==> config.mk <==
export PLATFORM = sky130hd
export DESIGN_NAME = mem_port_arbiter_flat
export DESIGN_NICKNAME = d
export VERILOG_FILES = /design/src/rtl/mem_arb_pkg.sv /design/src/rtl/mem_port_arbiter_if.sv /design/src/rtl/wait_counter.sv /design/src/rtl/mem_port_arbiter.sv /design/src/flat_wrapper.sv
export SDC_FILE = /design/constraint.sdc
export NUM_CORES = 1
export LEC_CHECK = 0
export BUFFER_PORTS_ARGS = -buffer_cell sky130_fd_sc_hd__buf_2
export CAP_MARGIN = 15
export CORE_AREA = 2 2 194 196
export DETAILED_ROUTE_END_ITERATION = 8
export DIE_AREA = 0 0 196 198
export PLACE_DENSITY = 0.61
export SLEW_MARGIN = 5
export SYNTH_ARGS = -nofsm -noshare
export SYNTH_HDL_FRONTEND = slang
export SYNTH_HIERARCHICAL = 1
export SYNTH_SLANG_ARGS = --single-unit
export TNS_END_PERCENT = 10
==> constraint.sdc <==
create_clock -name clk -period 3.2 [get_ports clk]
set_input_delay 0 -clock clk [delete_from_list [all_inputs] [get_ports clk]]
set_output_delay 0 -clock clk [all_outputs]
set_load 0.02 [all_outputs]
==> src/rtl/mem_arb_pkg.sv <==
// Shared types for the IF/DM memory port arbiter: FSM states, grant owner,
// the latched memory request and the tie-break rule.
package mem_arb_pkg;

    typedef enum logic [1:0] {ARB_IDLE, ARB_WAIT, ARB_RESP} arb_state_t;
    typedef enum logic       {GNT_IF, GNT_DM}               arb_grant_t;

    localparam int MEM_BYTES = 8;

    typedef struct packed {
        logic        we;
        logic [63:0] addr;
        logic [63:0] wdata;
        logic [3:0]  size;
    } mem_req_t;

    // On a tie the side that did not win last time goes first.
    function automatic logic pick_dm(input logic if_req, input logic dm_req, input arb_grant_t last);
        return dm_req && (!if_req || last == GNT_IF);
    endfunction

endpackage

==> src/rtl/mem_port_arbiter_if.sv <==
// Fetch, data-access and memory-side signals of the shared memory port.
interface mem_port_arbiter_if;

    logic        if_req;
    logic [63:0] if_addr;
    logic        if_ack;
    logic [31:0] if_rdata;
    logic        if_err;

    logic        dm_req;
    logic        dm_we;
    logic [63:0] dm_addr;
    logic [63:0] dm_wdata;
    logic [3:0]  dm_size;
    logic        dm_ack;
    logic [63:0] dm_rdata;
    logic        dm_err;

    logic        mem_en;
    logic        mem_we;
    logic [63:0] mem_addr;
    logic [63:0] mem_wdata;
    logic [3:0]  mem_size;
    logic [63:0] mem_rdata;
    logic        mem_done;

    modport slave (
        input  if_req, if_addr, dm_req, dm_we, dm_addr, dm_wdata, dm_size, mem_rdata, mem_done,
        output if_ack, if_rdata, if_err, dm_ack, dm_rdata, dm_err,
               mem_en, mem_we, mem_addr, mem_wdata, mem_size
    );

    modport master (
        output if_req, if_addr, dm_req, dm_we, dm_addr, dm_wdata, dm_size, mem_rdata, mem_done,
        input  if_ack, if_rdata, if_err, dm_ack, dm_rdata, dm_err,
               mem_en, mem_we, mem_addr, mem_wdata, mem_size
    );

endinterface

==> src/rtl/wait_counter.sv <==
// Cycle counter for the memory watchdog; o_expired flags the last allowed WAIT cycle.
module wait_counter #(
    parameter int TIMEOUT = 64
) (
    input  logic clk,
    input  logic rst,
    input  logic i_clear,
    input  logic i_en,
    output logic o_expired
);
    localparam int W = $clog2(TIMEOUT + 1);

    logic [W-1:0] r_cnt;

    // Saturates at the expiry value so a stalled FSM can never wrap it.
    always_ff @(posedge clk or negedge rst) begin
        if (!rst)
            r_cnt <= '0;
        else if (i_clear)
            r_cnt <= '0;
        else if (i_en && !o_expired)
            r_cnt <= r_cnt + 1'b1;
    end

    assign o_expired = (r_cnt == W'(TIMEOUT - 1));

endmodule

==> src/rtl/mem_port_arbiter.sv <==
// Round-robin arbiter sharing one variable-latency 64-bit memory between
// instruction fetch and load/store, one transaction in flight, with watchdog.
module mem_port_arbiter
    import mem_arb_pkg::*;
#(
    parameter int TIMEOUT = 64
) (
    input  logic              clk,
    input  logic              rst,
    mem_port_arbiter_if.slave bus
);
    arb_state_t  r_state;
    arb_grant_t  r_gnt;
    arb_grant_t  r_last;
    mem_req_t    r_req;
    logic        r_mem_en;
    logic        r_if_hi;
    logic        r_if_ack;
    logic        r_if_err;
    logic [31:0] r_if_rdata;
    logic        r_dm_ack;
    logic        r_dm_err;
    logic [63:0] r_dm_rdata;

    logic        w_pick_dm;
    logic        w_in_wait;
    logic        w_expired;

    assign w_pick_dm = pick_dm(bus.if_req, bus.dm_req, r_last);
    assign w_in_wait = (r_state == ARB_WAIT);

    wait_counter #(.TIMEOUT(TIMEOUT)) u_wait_cnt (
        .clk       (clk),
        .rst       (rst),
        .i_clear   (!w_in_wait),
        .i_en      (w_in_wait),
        .o_expired (w_expired)
    );

    always_ff @(posedge clk or negedge rst) begin
        if (!rst) begin
            r_state    <= ARB_IDLE;
            r_gnt      <= GNT_IF;
            r_last     <= GNT_IF;
            r_req      <= '0;
            r_mem_en   <= 1'b0;
            r_if_hi    <= 1'b0;
            r_if_ack   <= 1'b0;
            r_if_err   <= 1'b0;
            r_if_rdata <= '0;
            r_dm_ack   <= 1'b0;
            r_dm_err   <= 1'b0;
            r_dm_rdata <= '0;
        end else begin
            case (r_state)
                ARB_IDLE: begin
                    if (bus.if_req || bus.dm_req) begin
                        r_state  <= ARB_WAIT;
                        r_mem_en <= 1'b1;
                        if (w_pick_dm) begin
                            r_gnt  <= GNT_DM;
                            r_last <= GNT_DM;
                            r_req  <= '{we: bus.dm_we, addr: bus.dm_addr,
                                        wdata: bus.dm_wdata, size: bus.dm_size};
                        end else begin
                            r_gnt   <= GNT_IF;
                            r_last  <= GNT_IF;
                            r_req   <= '{we: 1'b0, addr: {bus.if_addr[63:3], 3'b000},
                                         wdata: 64'h0, size: 4'(MEM_BYTES)};
                            r_if_hi <= bus.if_addr[2];
                        end
                    end
                end
                ARB_WAIT: begin
                    r_mem_en <= 1'b0;
                    // A completion on the expiry cycle still counts as success.
                    if (bus.mem_done || w_expired) begin
                        r_state <= ARB_RESP;
                        if (r_gnt == GNT_IF) begin
                            r_if_ack   <= 1'b1;
                            r_if_err   <= !bus.mem_done;
                            r_if_rdata <= !bus.mem_done ? 32'h0 :
                                          r_if_hi ? bus.mem_rdata[63:32] : bus.mem_rdata[31:0];
                        end else begin
                            r_dm_ack   <= 1'b1;
                            r_dm_err   <= !bus.mem_done;
                            r_dm_rdata <= (bus.mem_done && !r_req.we) ? bus.mem_rdata : 64'h0;
                        end
                    end
                end
                ARB_RESP: begin
                    r_state    <= ARB_IDLE;
                    r_req      <= '0;
                    r_if_ack   <= 1'b0;
                    r_if_err   <= 1'b0;
                    r_if_rdata <= '0;
                    r_dm_ack   <= 1'b0;
                    r_dm_err   <= 1'b0;
                    r_dm_rdata <= '0;
                end
                default: r_state <= ARB_IDLE;
            endcase
        end
    end

    assign bus.if_ack    = r_if_ack;
    assign bus.if_err    = r_if_err;
    assign bus.if_rdata  = r_if_rdata;
    assign bus.dm_ack    = r_dm_ack;
    assign bus.dm_err    = r_dm_err;
    assign bus.dm_rdata  = r_dm_rdata;
    assign bus.mem_en    = r_mem_en;
    assign bus.mem_we    = r_req.we;
    assign bus.mem_addr  = r_req.addr;
    assign bus.mem_wdata = r_req.wdata;
    assign bus.mem_size  = r_req.size;

endmodule
==> src/flat_wrapper.sv <==
// flat-port wrapper written by rule: the top's interface ports become plain ports
module mem_port_arbiter_flat import mem_arb_pkg::*;
#(
    parameter int TIMEOUT = 64
)
  (clk, rst, bus_if_req, bus_if_addr, bus_dm_req, bus_dm_we, bus_dm_addr, bus_dm_wdata, bus_dm_size, bus_mem_rdata, bus_mem_done, bus_if_ack, bus_if_rdata, bus_if_err, bus_dm_ack, bus_dm_rdata, bus_dm_err, bus_mem_en, bus_mem_we, bus_mem_addr, bus_mem_wdata, bus_mem_size);
  mem_port_arbiter_if bus_i ();
  input  logic clk;
  input  logic rst;
  input wire logic [$bits(bus_i.if_req)-1:0] bus_if_req;
  input wire logic [$bits(bus_i.if_addr)-1:0] bus_if_addr;
  input wire logic [$bits(bus_i.dm_req)-1:0] bus_dm_req;
  input wire logic [$bits(bus_i.dm_we)-1:0] bus_dm_we;
  input wire logic [$bits(bus_i.dm_addr)-1:0] bus_dm_addr;
  input wire logic [$bits(bus_i.dm_wdata)-1:0] bus_dm_wdata;
  input wire logic [$bits(bus_i.dm_size)-1:0] bus_dm_size;
  input wire logic [$bits(bus_i.mem_rdata)-1:0] bus_mem_rdata;
  input wire logic [$bits(bus_i.mem_done)-1:0] bus_mem_done;
  output wire logic [$bits(bus_i.if_ack)-1:0] bus_if_ack;
  output wire logic [$bits(bus_i.if_rdata)-1:0] bus_if_rdata;
  output wire logic [$bits(bus_i.if_err)-1:0] bus_if_err;
  output wire logic [$bits(bus_i.dm_ack)-1:0] bus_dm_ack;
  output wire logic [$bits(bus_i.dm_rdata)-1:0] bus_dm_rdata;
  output wire logic [$bits(bus_i.dm_err)-1:0] bus_dm_err;
  output wire logic [$bits(bus_i.mem_en)-1:0] bus_mem_en;
  output wire logic [$bits(bus_i.mem_we)-1:0] bus_mem_we;
  output wire logic [$bits(bus_i.mem_addr)-1:0] bus_mem_addr;
  output wire logic [$bits(bus_i.mem_wdata)-1:0] bus_mem_wdata;
  output wire logic [$bits(bus_i.mem_size)-1:0] bus_mem_size;
  assign bus_i.if_req = bus_if_req;
  assign bus_i.if_addr = bus_if_addr;
  assign bus_i.dm_req = bus_dm_req;
  assign bus_i.dm_we = bus_dm_we;
  assign bus_i.dm_addr = bus_dm_addr;
  assign bus_i.dm_wdata = bus_dm_wdata;
  assign bus_i.dm_size = bus_dm_size;
  assign bus_i.mem_rdata = bus_mem_rdata;
  assign bus_i.mem_done = bus_mem_done;
  assign bus_if_ack = bus_i.if_ack;
  assign bus_if_rdata = bus_i.if_rdata;
  assign bus_if_err = bus_i.if_err;
  assign bus_dm_ack = bus_i.dm_ack;
  assign bus_dm_rdata = bus_i.dm_rdata;
  assign bus_dm_err = bus_i.dm_err;
  assign bus_mem_en = bus_i.mem_en;
  assign bus_mem_we = bus_i.mem_we;
  assign bus_mem_addr = bus_i.mem_addr;
  assign bus_mem_wdata = bus_i.mem_wdata;
  assign bus_mem_size = bus_i.mem_size;
  mem_port_arbiter #(.TIMEOUT(TIMEOUT)) u_core (.clk(clk), .rst(rst), .bus(bus_i));
endmodule
==> results.json <==
{
  "critPathKind": "reg -> reg",
  "arrival_ns": 3.24,
  "sw_frac_of_total_pct": 38.4,
  "syn-num-nets": 981,
  "internal-power_mw": 9.26,
  "syn_area_per_cell_um2": 13.8,
  "design_area_mm2": 0.0164,
  "hp-class": "in -> async",
  "die_w_um": 196,
  "root_buffer": "clkbuf_16",
  "seq_area_frac_synth_pct": 62.2,
  "final_nets": 1719,
  "finClkSkew_ns": 0.0108,
  "groute.usage.overall_pct": 17.0,
  "ant_nets": 0,
  "ys.flop_type": "dfrtp_1",
  "fin_setup_tns_ns": 0,
  "seq_power_share_pct": 35.0,
  "max_clock_freq_ghz": 0.360,
  "status": "finished clean",
  "syn_to_final_growth_pct": 66.4,
  "setup_viol_count_final": 0,
  "layout.area.seq_mm2": 0.00613,
  "power_frac_comb_pct": 43.2,
  "finalHoldViolCount": 0,
  "drt-initial-drc-count": 439,
  "die_y_um": 198,
  "core_region_area_mm2": 0.0370,
  "cts_tree": "yes",
  "ctsHoldBuffers": 265,
  "ir_worst_vdd_mv": 0.441,
  "cts_setup_buffers": 0,
  "rows": 71,
  "worst_pin_slew_ns": 1.01,
  "ys_ff_latch": 245,
  "grt_first_pass_wirelength_um": 53000,
  "cts_sinks": 245,
  "async_flop_share_pct": 100,
  "path_clk_slew_ns": 0.06,
  "wl_um": 34600,
  "grt_max_degree": 110,
  "critPathMaxStageDelay_ns": 0.60,
  "p_leak_nw": 8.61,
  "vias": 9342,
  "synth_edf_count": 0,
  "slew_headroom_pct": 32.8,
  "numCtsBuffers": 27,
  "slowest_stage": "dfrtp_1",
  "diodes": 0,
  "start_util_pct": 26.7,
  "postCtsResizedCells": 0,
  "worstPathRequired_ns": 3.67,
  "dpl_cell_area_mm2": 0.0128,
  "switchingPower_mw": 5.77,
  "die_area_mm2": 0.0388,
  "syn_inst": 714,
  "post-route-min-period_ns": 2.78,
  "first_pass_iters": 5,
  "gp_congestion": 0.775,
  "power_density_mw_per_mm2": 917,
  "syn_area_mm2": 0.00985,
  "rsz0062_at_grt": "false",
  "drc_errors": 0,
  "grt-ovfl-total": 0,
  "port_buffers": 497,
  "via_per_inst": 4.80,
  "wl_per_cell_um": 17.8,
  "ys_warn_count": 6,
  "yosysUniqueCellTypes": 45,
  "period_share_pct": 86.7,
  "end_kind": "register",
  "multiInputGateArea_mm2": 0.00332,
  "htreeDepth": 1,
  "worstSetupStartpointType": "register",
  "cap_violations": 0,
  "clock_latency_ns": 0.53,
  "hpwl_um": 22700,
  "path_cells": "or3b_1 > a21oi_4 > buf_12 > a221o_1 > dlygate4sd3_1",
  "worst-path-max-fanout": 40,
  "maxSlewViolCount": 0,
  "power_frac_clock_pct": 21.8,
  "io_pins": 500,
  "first_global_vias": 9635,
  "drive_gt1_share_pct": 38.7,
  "fill_cells": 3383,
  "cts_buffer_depth": 3,
  "antenna_found_initial": 0
}
[critical path, delay by kind of cell, from the launching register on]
family          cells  cell delay (ns)
simple gates        1             0.52
flops               1             0.60
buf+inv             2             0.86
compound gates      2             0.70
[registers in the layout, indices dropped and copies added (netlist names), 2 cells and up]
name                     count
u_core/bus.dm_rdata         64
u_core/bus.if_rdata         32
u_core/bus.mem_addr         64
u_core/bus.mem_size          4
u_core/bus.mem_wdata        64
u_core/r_state               2
u_core/u_wait_cnt/r_cnt      7
[cells in the final DEF, fill, tap and decap left out, types with 2 or more instances in the layout]
master	n
buf_2	496
nand3_1	2
a211oi_1	2
clkbuf_16	27
dfrtp_1	244
buf_4	8
nand2b_1	2
o211ai_1	4
nor3b_1	2
bufinv_16	5
o311a_1	3
clkbuf_1	4
nor2_1	5
and3_1	61
clkinvlp_4	2
mux2i_1	34
clkinv_2	5
clkbuf_8	3
a22o_1	135
nor2b_1	4
a31oi_1	3
nand4b_1	2
buf_12	8
nand2_1	12
dlygate4sd3_1	265
a21oi_4	2
clkinv_4	2
inv_1	8
a221o_1	61
o21ai_0	6
o2bb2ai_1	33
[cell type report]
| type | instances | area share [%] |
|---|---|---|
| clock inverter | 14 | 1.27 |
| multi-input combinational | 392 | 20.3 |
| inverter | 8 | 0.183 |
| sequential | 245 | 37.4 |
| timing repair buffer | 778 | 32.8 |
| clock buffer | 34 | 4.47 |
| tap | 474 | 3.62 |
[layer usage]
| layer | track usage (%) | part of all wire, % | vias to the layer above |
|---|---|---|---|
| li1 | - | - | 4286 |
| met1 | 21.4 | 41 | 4582 |
| met2 | 29.5 | 49 | 410 |
| met3 | 3.05 | 6.4 | 64 |
| met4 | 6.20 | 3.1 | 0 |
| met5 | 0 | 0 | - |
[cells by family (layout without fill, tap and decap cells)]
logic type               count (synthesis)  after routing  synth area share (%)
adder cells (fa/ha/maj)                  1              1                 0.127
AND/OR/NAND/NOR                         97             97                  6.10
buffers and inverters                   77            834                  4.48
flip-flops                             245            245                  62.2
AO/OA/AOI/OAI                          259            259                  23.5
multiplexers                            35             35                  3.57
[synthesized netlist by cell type (2+ instances only)]
cell type,number,share of area (%)
dfrtp_1,245,62
a22o_1,135,12
a221o_1,61,6.2
and3_1,61,3.9
mux2i_1,34,3.5
o2bb2ai_1,33,2.9
clkbuf_1,31,1.2
buf_2,17,0.86
buf_6,17,1.9
nand2_1,12,0.46
inv_1,8,0.30
o21ai_0,6,0.30
nor2_1,5,0.19
nor2b_1,4,0.25
o211ai_1,4,0.30
a31oi_1,3,0.19
buf_1,3,0.11
o311a_1,3,0.30
a211oi_1,2,0.15
nand2b_1,2,0.13
nand3_1,2,0.10
nand4b_1,2,0.18
nor3b_1,2,0.15
[power groups by stage]
stage                     logic [mW]  clock network (mW)  registers (mW)
final                           6.49                3.28            5.26
after global routing            6.90                3.49            5.42
after floorplan                 2.10                   0            6.67
after global placement          5.68                   0            5.26
after CTS                       6.46                3.37            5.24
after detailed placement        5.78                   0            5.24
[path summary, 6_finish.rpt]
kind	depth (start not counted)	slack, ns	from	end
min in group clk	3	0.21	bus_dm_we	u_core/bus.mem_we$_DFFE_PN0P_
hold reg to reg	1	0.48	u_core/bus.if_rdata[20]$_DFFE_PN0P_	u_core/bus.if_rdata[20]$_DFFE_PN0P_
max in group asynchronous	3	2.23	rst	u_core/r_if_hi$_DFFE_PN0P_
setup reg to reg	5	0.42	u_core/r_state[0]$_DFFE_PN0P_	u_core/bus.mem_addr[25]$_DFFE_PN0P_
hold / removal	2	0.16	rst	u_core/bus.if_rdata[13]$_DFFE_PN0P_
setup / recovery	5	0.42	u_core/r_state[0]$_DFFE_PN0P_	u_core/bus.mem_addr[25]$_DFFE_PN0P_
[stage by stage]
| step | cells | utilization, % | hold slack, ns | total power, mW | worst slack, ns |
|---|---|---|---|---|---|
| finish | 1945 | 44.3 | 0.157 | 15.0 | 0.425 |
| global route | 1945 | 44.3 | 0.210 | 15.8 | 0.268 |
| CTS | 1945 | 44.3 | 0.164 | 15.1 | 0.433 |
| detailed placement | 1632 | 34.6 | 0.146 | 11.0 | 0.935 |
| global placement | 1632 | 34.6 | 0.140 | 10.9 | 0.997 |
| floorplan | 714 | - | -0.296 | 8.77 | 0.984 |
No activity file was read; power rests on OpenSTA's default activity.
